===== src/rtl/control_unit.sv =====
`default_nettype none
// ============================================================================
// Module   : control_unit
// Purpose  : Hardwired T0-T7 sequencer for the single-bus datapath, with
//            pause (stop) and halt. Define CU_MULDIV_EN to enable mul/div.
// Revision : 1.0 - initial release
// ============================================================================
module control_unit #(
    parameter int OPW = 5
) (
    input  logic        clk,
    input  logic        reset,
    input  logic [31:0] ir,
    input  logic        con_ff,
    input  logic        stop,
    output logic        gra,
    output logic        grb,
    output logic        grc,
    output logic        r_in,
    output logic        r_out,
    output logic        ba_out,
    output logic        pc_in,
    output logic        pc_out,
    output logic        inc_pc,
    output logic        ir_in,
    output logic        y_in,
    output logic        z_in,
    output logic        z_low_out,
    output logic        z_high_out,
    output logic        hi_in,
    output logic        hi_out,
    output logic        lo_in,
    output logic        lo_out,
    output logic        c_out,
    output logic        mar_in,
    output logic        mdr_in,
    output logic        mdr_out,
    output logic        read,
    output logic        write,
    output logic        inport_out,
    output logic        outport_in,
    output logic        con_in,
    output logic [3:0]  alu_op,
    output logic        run
);

    localparam logic [3:0] c_ST_RST   = 4'd0;
    localparam logic [3:0] c_ST_T0    = 4'd1;
    localparam logic [3:0] c_ST_T1    = 4'd2;
    localparam logic [3:0] c_ST_T2    = 4'd3;
    localparam logic [3:0] c_ST_T3    = 4'd4;
    localparam logic [3:0] c_ST_T4    = 4'd5;
    localparam logic [3:0] c_ST_T5    = 4'd6;
    localparam logic [3:0] c_ST_T6    = 4'd7;
    localparam logic [3:0] c_ST_T7    = 4'd8;
    localparam logic [3:0] c_ST_PAUSE = 4'd9;
    localparam logic [3:0] c_ST_HALT  = 4'd10;

    localparam logic [OPW-1:0] c_OP_LD   = OPW'(0);
    localparam logic [OPW-1:0] c_OP_LDI  = OPW'(1);
    localparam logic [OPW-1:0] c_OP_ST   = OPW'(2);
    localparam logic [OPW-1:0] c_OP_ADD  = OPW'(3);
    localparam logic [OPW-1:0] c_OP_SUB  = OPW'(4);
    localparam logic [OPW-1:0] c_OP_SHR  = OPW'(5);
    localparam logic [OPW-1:0] c_OP_SHL  = OPW'(6);
    localparam logic [OPW-1:0] c_OP_ROR  = OPW'(7);
    localparam logic [OPW-1:0] c_OP_ROL  = OPW'(8);
    localparam logic [OPW-1:0] c_OP_AND  = OPW'(9);
    localparam logic [OPW-1:0] c_OP_OR   = OPW'(10);
    localparam logic [OPW-1:0] c_OP_ADDI = OPW'(11);
    localparam logic [OPW-1:0] c_OP_ANDI = OPW'(12);
    localparam logic [OPW-1:0] c_OP_ORI  = OPW'(13);
`ifdef CU_MULDIV_EN
    localparam logic [OPW-1:0] c_OP_MUL  = OPW'(14);
    localparam logic [OPW-1:0] c_OP_DIV  = OPW'(15);
`endif
    localparam logic [OPW-1:0] c_OP_NEG  = OPW'(16);
    localparam logic [OPW-1:0] c_OP_NOT  = OPW'(17);
    localparam logic [OPW-1:0] c_OP_BR   = OPW'(18);
    localparam logic [OPW-1:0] c_OP_JR   = OPW'(19);
    localparam logic [OPW-1:0] c_OP_IN   = OPW'(21);
    localparam logic [OPW-1:0] c_OP_OUT  = OPW'(22);
    localparam logic [OPW-1:0] c_OP_MFHI = OPW'(23);
    localparam logic [OPW-1:0] c_OP_MFLO = OPW'(24);
    localparam logic [OPW-1:0] c_OP_HALT = OPW'(26);

    logic [3:0]     r_state;
    logic [3:0]     w_next;
    logic [3:0]     w_last;
    logic [3:0]     w_alu_code;
    logic [OPW-1:0] w_op;
    logic           w_is_alu;
    logic           w_is_imm;
    logic           w_is_unary;
    logic           w_is_addr;
    logic           w_is_muldiv;
    logic           w_unused;

    assign w_op       = ir[31 -: OPW];
    assign w_unused   = ^ir[31-OPW:0];
    assign w_is_alu   = (w_op >= c_OP_ADD) && (w_op <= c_OP_OR);
    assign w_is_imm   = (w_op >= c_OP_ADDI) && (w_op <= c_OP_ORI);
    assign w_is_unary = (w_op == c_OP_NEG) || (w_op == c_OP_NOT);
    assign w_is_addr  = (w_op == c_OP_LD) || (w_op == c_OP_LDI) || (w_op == c_OP_ST);
`ifdef CU_MULDIV_EN
    assign w_is_muldiv = (w_op == c_OP_MUL) || (w_op == c_OP_DIV);
`else
    assign w_is_muldiv = 1'b0;
`endif

    always_comb begin
        w_alu_code = 4'h0;
        case (w_op)
            c_OP_ADD, c_OP_ADDI: w_alu_code = 4'h2;
            c_OP_SUB:            w_alu_code = 4'h3;
            c_OP_SHR:            w_alu_code = 4'h4;
            c_OP_SHL:            w_alu_code = 4'h5;
            c_OP_ROR:            w_alu_code = 4'h6;
            c_OP_ROL:            w_alu_code = 4'h7;
            c_OP_OR, c_OP_ORI:   w_alu_code = 4'h1;
`ifdef CU_MULDIV_EN
            c_OP_MUL:            w_alu_code = 4'h8;
            c_OP_DIV:            w_alu_code = 4'h9;
`endif
            c_OP_NEG:            w_alu_code = 4'hA;
            c_OP_NOT:            w_alu_code = 4'hB;
            default:             w_alu_code = 4'h0;
        endcase
    end

    // Final step per opcode; anything without an execute phase ends at T2.
    always_comb begin
        w_last = c_ST_T2;
        if (w_is_alu || w_is_imm || (w_op == c_OP_LDI))
            w_last = c_ST_T5;
        else if (w_is_unary)
            w_last = c_ST_T4;
        else if ((w_op == c_OP_LD) || (w_op == c_OP_ST))
            w_last = c_ST_T7;
        else if ((w_op == c_OP_BR) || w_is_muldiv)
            w_last = c_ST_T6;
        else if ((w_op == c_OP_JR) || (w_op == c_OP_IN) || (w_op == c_OP_OUT) ||
                 (w_op == c_OP_MFHI) || (w_op == c_OP_MFLO))
            w_last = c_ST_T3;
    end

    always_comb begin
        w_next = r_state;
        case (r_state)
            c_ST_RST:   w_next = c_ST_T0;
            c_ST_PAUSE: w_next = stop ? c_ST_PAUSE : c_ST_T0;
            c_ST_HALT:  w_next = c_ST_HALT;
            default: begin
                if (r_state > c_ST_T7)
                    w_next = c_ST_RST;
                else if (r_state == w_last) begin
                    if (w_op == c_OP_HALT)
                        w_next = c_ST_HALT;
                    else
                        w_next = stop ? c_ST_PAUSE : c_ST_T0;
                end else
                    w_next = r_state + 4'd1;
            end
        endcase
    end

    always_ff @(posedge clk) begin
        if (reset)
            r_state <= c_ST_RST;
        else
            r_state <= w_next;
    end

    always_comb begin
        gra = 1'b0;  grb = 1'b0;  grc = 1'b0;  r_in = 1'b0;  r_out = 1'b0;
        ba_out = 1'b0;  pc_in = 1'b0;  pc_out = 1'b0;  inc_pc = 1'b0;
        ir_in = 1'b0;  y_in = 1'b0;  z_in = 1'b0;  z_low_out = 1'b0;
        z_high_out = 1'b0;  hi_in = 1'b0;  hi_out = 1'b0;  lo_in = 1'b0;
        lo_out = 1'b0;  c_out = 1'b0;  mar_in = 1'b0;  mdr_in = 1'b0;
        mdr_out = 1'b0;  read = 1'b0;  write = 1'b0;  inport_out = 1'b0;
        outport_in = 1'b0;  con_in = 1'b0;  alu_op = 4'h0;
        run = (r_state != c_ST_HALT);
        case (r_state)
            c_ST_T0: begin
                pc_out = 1'b1;  mar_in = 1'b1;  inc_pc = 1'b1;  z_in = 1'b1;  alu_op = 4'h2;
            end
            c_ST_T1: begin
                z_low_out = 1'b1;  pc_in = 1'b1;  read = 1'b1;  mdr_in = 1'b1;
            end
            c_ST_T2: begin
                mdr_out = 1'b1;  ir_in = 1'b1;
            end
            c_ST_T3: begin
                if (w_is_alu || w_is_imm) begin
                    grb = 1'b1;  r_out = 1'b1;  y_in = 1'b1;
                end else if (w_is_unary) begin
                    grb = 1'b1;  r_out = 1'b1;  z_in = 1'b1;  alu_op = w_alu_code;
                end else if (w_is_addr) begin
                    grb = 1'b1;  ba_out = 1'b1;  y_in = 1'b1;
                end else if (w_is_muldiv) begin
                    gra = 1'b1;  r_out = 1'b1;  y_in = 1'b1;
                end else if (w_op == c_OP_BR) begin
                    gra = 1'b1;  r_out = 1'b1;  con_in = 1'b1;
                end else if (w_op == c_OP_JR) begin
                    gra = 1'b1;  r_out = 1'b1;  pc_in = 1'b1;
                end else if (w_op == c_OP_IN) begin
                    inport_out = 1'b1;  gra = 1'b1;  r_in = 1'b1;
                end else if (w_op == c_OP_OUT) begin
                    gra = 1'b1;  r_out = 1'b1;  outport_in = 1'b1;
                end else if (w_op == c_OP_MFHI) begin
                    hi_out = 1'b1;  gra = 1'b1;  r_in = 1'b1;
                end else if (w_op == c_OP_MFLO) begin
                    lo_out = 1'b1;  gra = 1'b1;  r_in = 1'b1;
                end
            end
            c_ST_T4: begin
                if (w_is_alu) begin
                    grc = 1'b1;  r_out = 1'b1;  z_in = 1'b1;  alu_op = w_alu_code;
                end else if (w_is_imm) begin
                    c_out = 1'b1;  z_in = 1'b1;  alu_op = w_alu_code;
                end else if (w_is_unary) begin
                    z_low_out = 1'b1;  gra = 1'b1;  r_in = 1'b1;
                end else if (w_is_addr) begin
                    c_out = 1'b1;  z_in = 1'b1;  alu_op = 4'h2;
                end else if (w_is_muldiv) begin
                    grb = 1'b1;  r_out = 1'b1;  z_in = 1'b1;  alu_op = w_alu_code;
                end else if (w_op == c_OP_BR) begin
                    pc_out = 1'b1;  y_in = 1'b1;
                end
            end
            c_ST_T5: begin
                if (w_is_alu || w_is_imm || (w_op == c_OP_LDI)) begin
                    z_low_out = 1'b1;  gra = 1'b1;  r_in = 1'b1;
                end else if (w_is_addr) begin
                    z_low_out = 1'b1;  mar_in = 1'b1;
                end else if (w_is_muldiv) begin
                    z_low_out = 1'b1;  lo_in = 1'b1;
                end else if (w_op == c_OP_BR) begin
                    c_out = 1'b1;  z_in = 1'b1;  alu_op = 4'h2;
                end
            end
            c_ST_T6: begin
                if (w_op == c_OP_LD) begin
                    read = 1'b1;  mdr_in = 1'b1;
                end else if (w_op == c_OP_ST) begin
                    gra = 1'b1;  r_out = 1'b1;  mdr_in = 1'b1;
                end else if (w_is_muldiv) begin
                    z_high_out = 1'b1;  hi_in = 1'b1;
                end else if (w_op == c_OP_BR) begin
                    z_low_out = 1'b1;  pc_in = con_ff;
                end
            end
            c_ST_T7: begin
                if (w_op == c_OP_LD) begin
                    mdr_out = 1'b1;  gra = 1'b1;  r_in = 1'b1;
                end else if (w_op == c_OP_ST) begin
                    write = 1'b1;
                end
            end
            default: ;
        endcase
    end

endmodule
`default_nettype wire

===== config.mk =====
export PLATFORM = sky130hd
export DESIGN_NAME = control_unit
export DESIGN_NICKNAME = d
export VERILOG_FILES = /design/src/rtl/control_unit.sv
export SDC_FILE = /design/constraint.sdc
export NUM_CORES = 1
export LEC_CHECK = 0
export ABC_CLOCK_PERIOD_IN_PS = 2400
export CAP_MARGIN = 20
export CORE_MARGIN = 4
export CORE_UTILIZATION = 36
export DETAILED_ROUTE_END_ITERATION = 16
export PLACE_DENSITY = 0.75
export SLEW_MARGIN = 0
export SYNTH_ARGS = -nofsm -noshare
export SYNTH_HDL_FRONTEND = slang
export SYNTH_SLANG_ARGS = --single-unit

===== constraint.sdc =====
create_clock -name clk -period 2.4 [get_ports clk]
set_input_delay 0.24 -clock clk [delete_from_list [all_inputs] [get_ports clk]]
set_output_delay 0.24 -clock clk [all_outputs]
set_load 0.02 [all_outputs]

==> results by group <==
Status
  – Status: complete, but fails checks
  – Failing checks: setup timing

GRT
  – Largest net degree at the start of global routing: 14
  – Routing usage on met3: roughly 2%
  – GR peak layer: met2
  – Met2 Resource Use GR: 42.6%
  – First-pass GRT wire length: between 8 and 9 mm
  – Vias in the first global route: roughly 1900
  – Initial antenna violation count: 0
  – Global Route met1 Usage: between 20% and 30%
  – Total gr overflow: 0
  – GR Util All Layers: 23.2%

Clocking
  – CTS tree: built
  – CTS Sinks: 4
  – H-tree lvl count: 1
  – Clock transition at path regs: roughly 0.040 ns
  – Inserted Clock Buffers: 3
  – Clk Latency, worst-skew pair: roughly 0.24 ns
  – Root buffer cell: clkbuf_4
  – CTS Hold Bufs: 0
  – Clock Tree Buf Depth: 2

Flow run
  – Max-cap violations: 0

Routing
  – Via/cell ratio: roughly 5.4
  – Final routed DRC violation total: 0
  – Initial drt markers: 97
  – Detailed-route wire length per cell: between 15 and 20 um
  – Post-route ant nets: 0
  – Routed wire length: approximately 5.2 mm
  – Via count: roughly 1900
  – Pre-Repair DR Iteration Count: 4

STA
  – Fmax: just over 0.4 GHz
  – Max-slew violations: 0
  – WHS: ~0.65 ns
  – Final setup viols: 2
  – Period utilization: 102%
  – Post-route minimum period: ~2.5 ns
  – Final hold viol count: 0
  – Slack of the critical path: -0.0598 ns
  – Post-route setup TNS: -0.0754 ns
  – Clk_skew: around 0.0022 ns
  – Unrepaired setup endpoints after global routing: true

Die
  – Core ar.: about 0.0034 mm^2
  – Starting Density: 37.9%
  – I/O pin count: 68
  – Chip height: between 60 and 70 um
  – Row count: 21
  – Die area: approximately 0.0046 mm^2
  – Die W: 68.0 um

Critical path
  – Worst EP arrival: ~2.6 ns
  – Worst Setup End Kind: flip-flop
  – CP Data Required Time: ~2.5 ns
  – CP Max Fanout: 4
  – WS Path Type: in2reg
  – Worst setup SP type: input port

Final layout
  – NumNets Final: 342
  – Design area: between 0.002 and 0.0025 mm^2
  – Final std cells w/o fill: about 340
  – Layout cell share with drive strength beyond 1: between 40% and 50%
  – Layout area overhead: 82.7%
  – Leading registers by flop count: r_state: 4 flops
  – Max reg flops: 4
  – Commonest non-fill, non-tap cell in the layout: buf_4
  – Most frequent cells in the layout: buf_4 (77), nor2_1 (21), nand2_1 (14), a21oi_1 (11), o21ai_0 (11)
  – Top reg by flops: r_state
  – Diode count: 0

Yosys
  – Sequential area share after synthesis: between 6 and 7%
  – Avg Cell Area, Syn: 6.79 um^2
  – Post-synth EDFFs: 0
  – Mapped Area: about 0.0013 mm^2
  – Yosys Warn Count: 0
  – Synth cell types: 60
  – #FFs+latches synth: 4
  – Synthesized netlist cell count: around 190
  – Most used DFF post-synth: dfxtp_1
  – Ys async rst share: 0%

Placed design
  – DP Cell Count: around 330
  – Port Buffers: 37
  – Placement Setup Slack: -0.836 ns
  – DP Area: around 0.0022 mm^2
  – Hpwl dp: about 4 mm
  – Routability congestion estimate: around 0.9

Worst hold path
  – Worst Hold Class: reg2reg

Power
  – Maximum vdd drop: ~0.4 mV
  – Power per cell area: ~490 mW/mm^2
  – Pleak: around 0.0012 uW
## Yosys cell counts (3+ instances only)
library cell	number	share of area, %
a21oi_1	14	5.4
a21o_1	4	2.3
dfxtp_1	4	6.2
nor2b_1	7	3.4
buf_6	4	3.5
o21ai_0	12	4.6
or3_1	3	1.4
nand3b_1	4	2.3
nor2_1	21	6.1
nand3_1	3	1.2
inv_1	8	2.3
nand4_1	4	1.9
nor3_1	8	3.1
ha_1	9	8.7
clkbuf_1	6	1.7
nand2_1	15	4.3
o22ai_1	3	1.4
buf_4	3	1.7
and4_1	4	2.7
nand2b_1	3	1.4
## logic make-up after synthesis
| kind of cell | count (synthesis) | synth area share [%] |
|---|---|---|
| AND/OR/NAND/NOR | 85 | 36.0 |
| AO/OA/AOI/OAI | 62 | 34.1 |
| buffers and inverters | 24 | 10.3 |
| adder cells (fa/ha/maj) | 9 | 8.69 |
| flip-flops | 4 | 6.18 |
| XOR/XNOR | 3 | 2.03 |
| multiplexers | 3 | 2.41 |
| other | 1 | 0.289 |
## repair_timing
item                                   in CTS  in global routing
pin swaps                                   7                 12
setup endpoints to repair                  30                 20
endpoints found under the hold margin       0                  0
setup buffers                               5                  1
resized for setup                          67                 35
## stage by stage
stage                     utilization (%)  total power [uW]
after CTS                            67.4              1130
after global placement               64.9              1010
after detailed placement             64.9              1030
final                                69.3              1160
after global routing                 69.3              1240
after floorplan                         -               601
## critical path, cell delays in order
cell	delay, ns
buf_8	0.11
ha_4	0.16
buf_6	0.11
a211o_1	0.28
a32oi_2	0.20
nand2_1	0.09
or4_4	0.57
a221oi_4	0.36
mux2_4	0.33
o2bb2ai_2	0.12
## final timing paths
kind / from / to / slack, ns / depth (start not counted)
worst max-delay path: ir[27] / r_state[1]$_SDFF_PP0_ / -0.06 / 10
worst min-delay path: r_state[0]$_SDFF_PP0_ / r_state[0]$_SDFF_PP0_ / 0.65 / 3
worst max register to register: r_state[3]$_SDFF_PP0_ / r_state[1]$_SDFF_PP0_ / 0.31 / 6
worst min register to register: r_state[0]$_SDFF_PP0_ / r_state[0]$_SDFF_PP0_ / 0.65 / 3
## final cells by class
type | count | area (um^2)
Sequential cell | 4 | 80.1
Timing Repair Buffer | 114 | 928
Fill cell | 298 | 1050
Inverter | 9 | 33.8
Tap cell | 46 | 57.6
Clock buffer | 3 | 22.5
Multi-Input combinational cell | 165 | 1250
## per-layer routing
metal / share of wire [%] / wire (um)
met4: 2.0 / 106
met2: 53 / 2750
met5: 0 / 0
met3: 4.0 / 206
met1: 41 / 2140
## power by group
part           switching, uW  internal (uW)
Combinational            503            476
Clock                   29.4           56.0
Sequential              9.25           84.0
Total                    542            616
No activity file was read; power rests on OpenSTA's default activity.
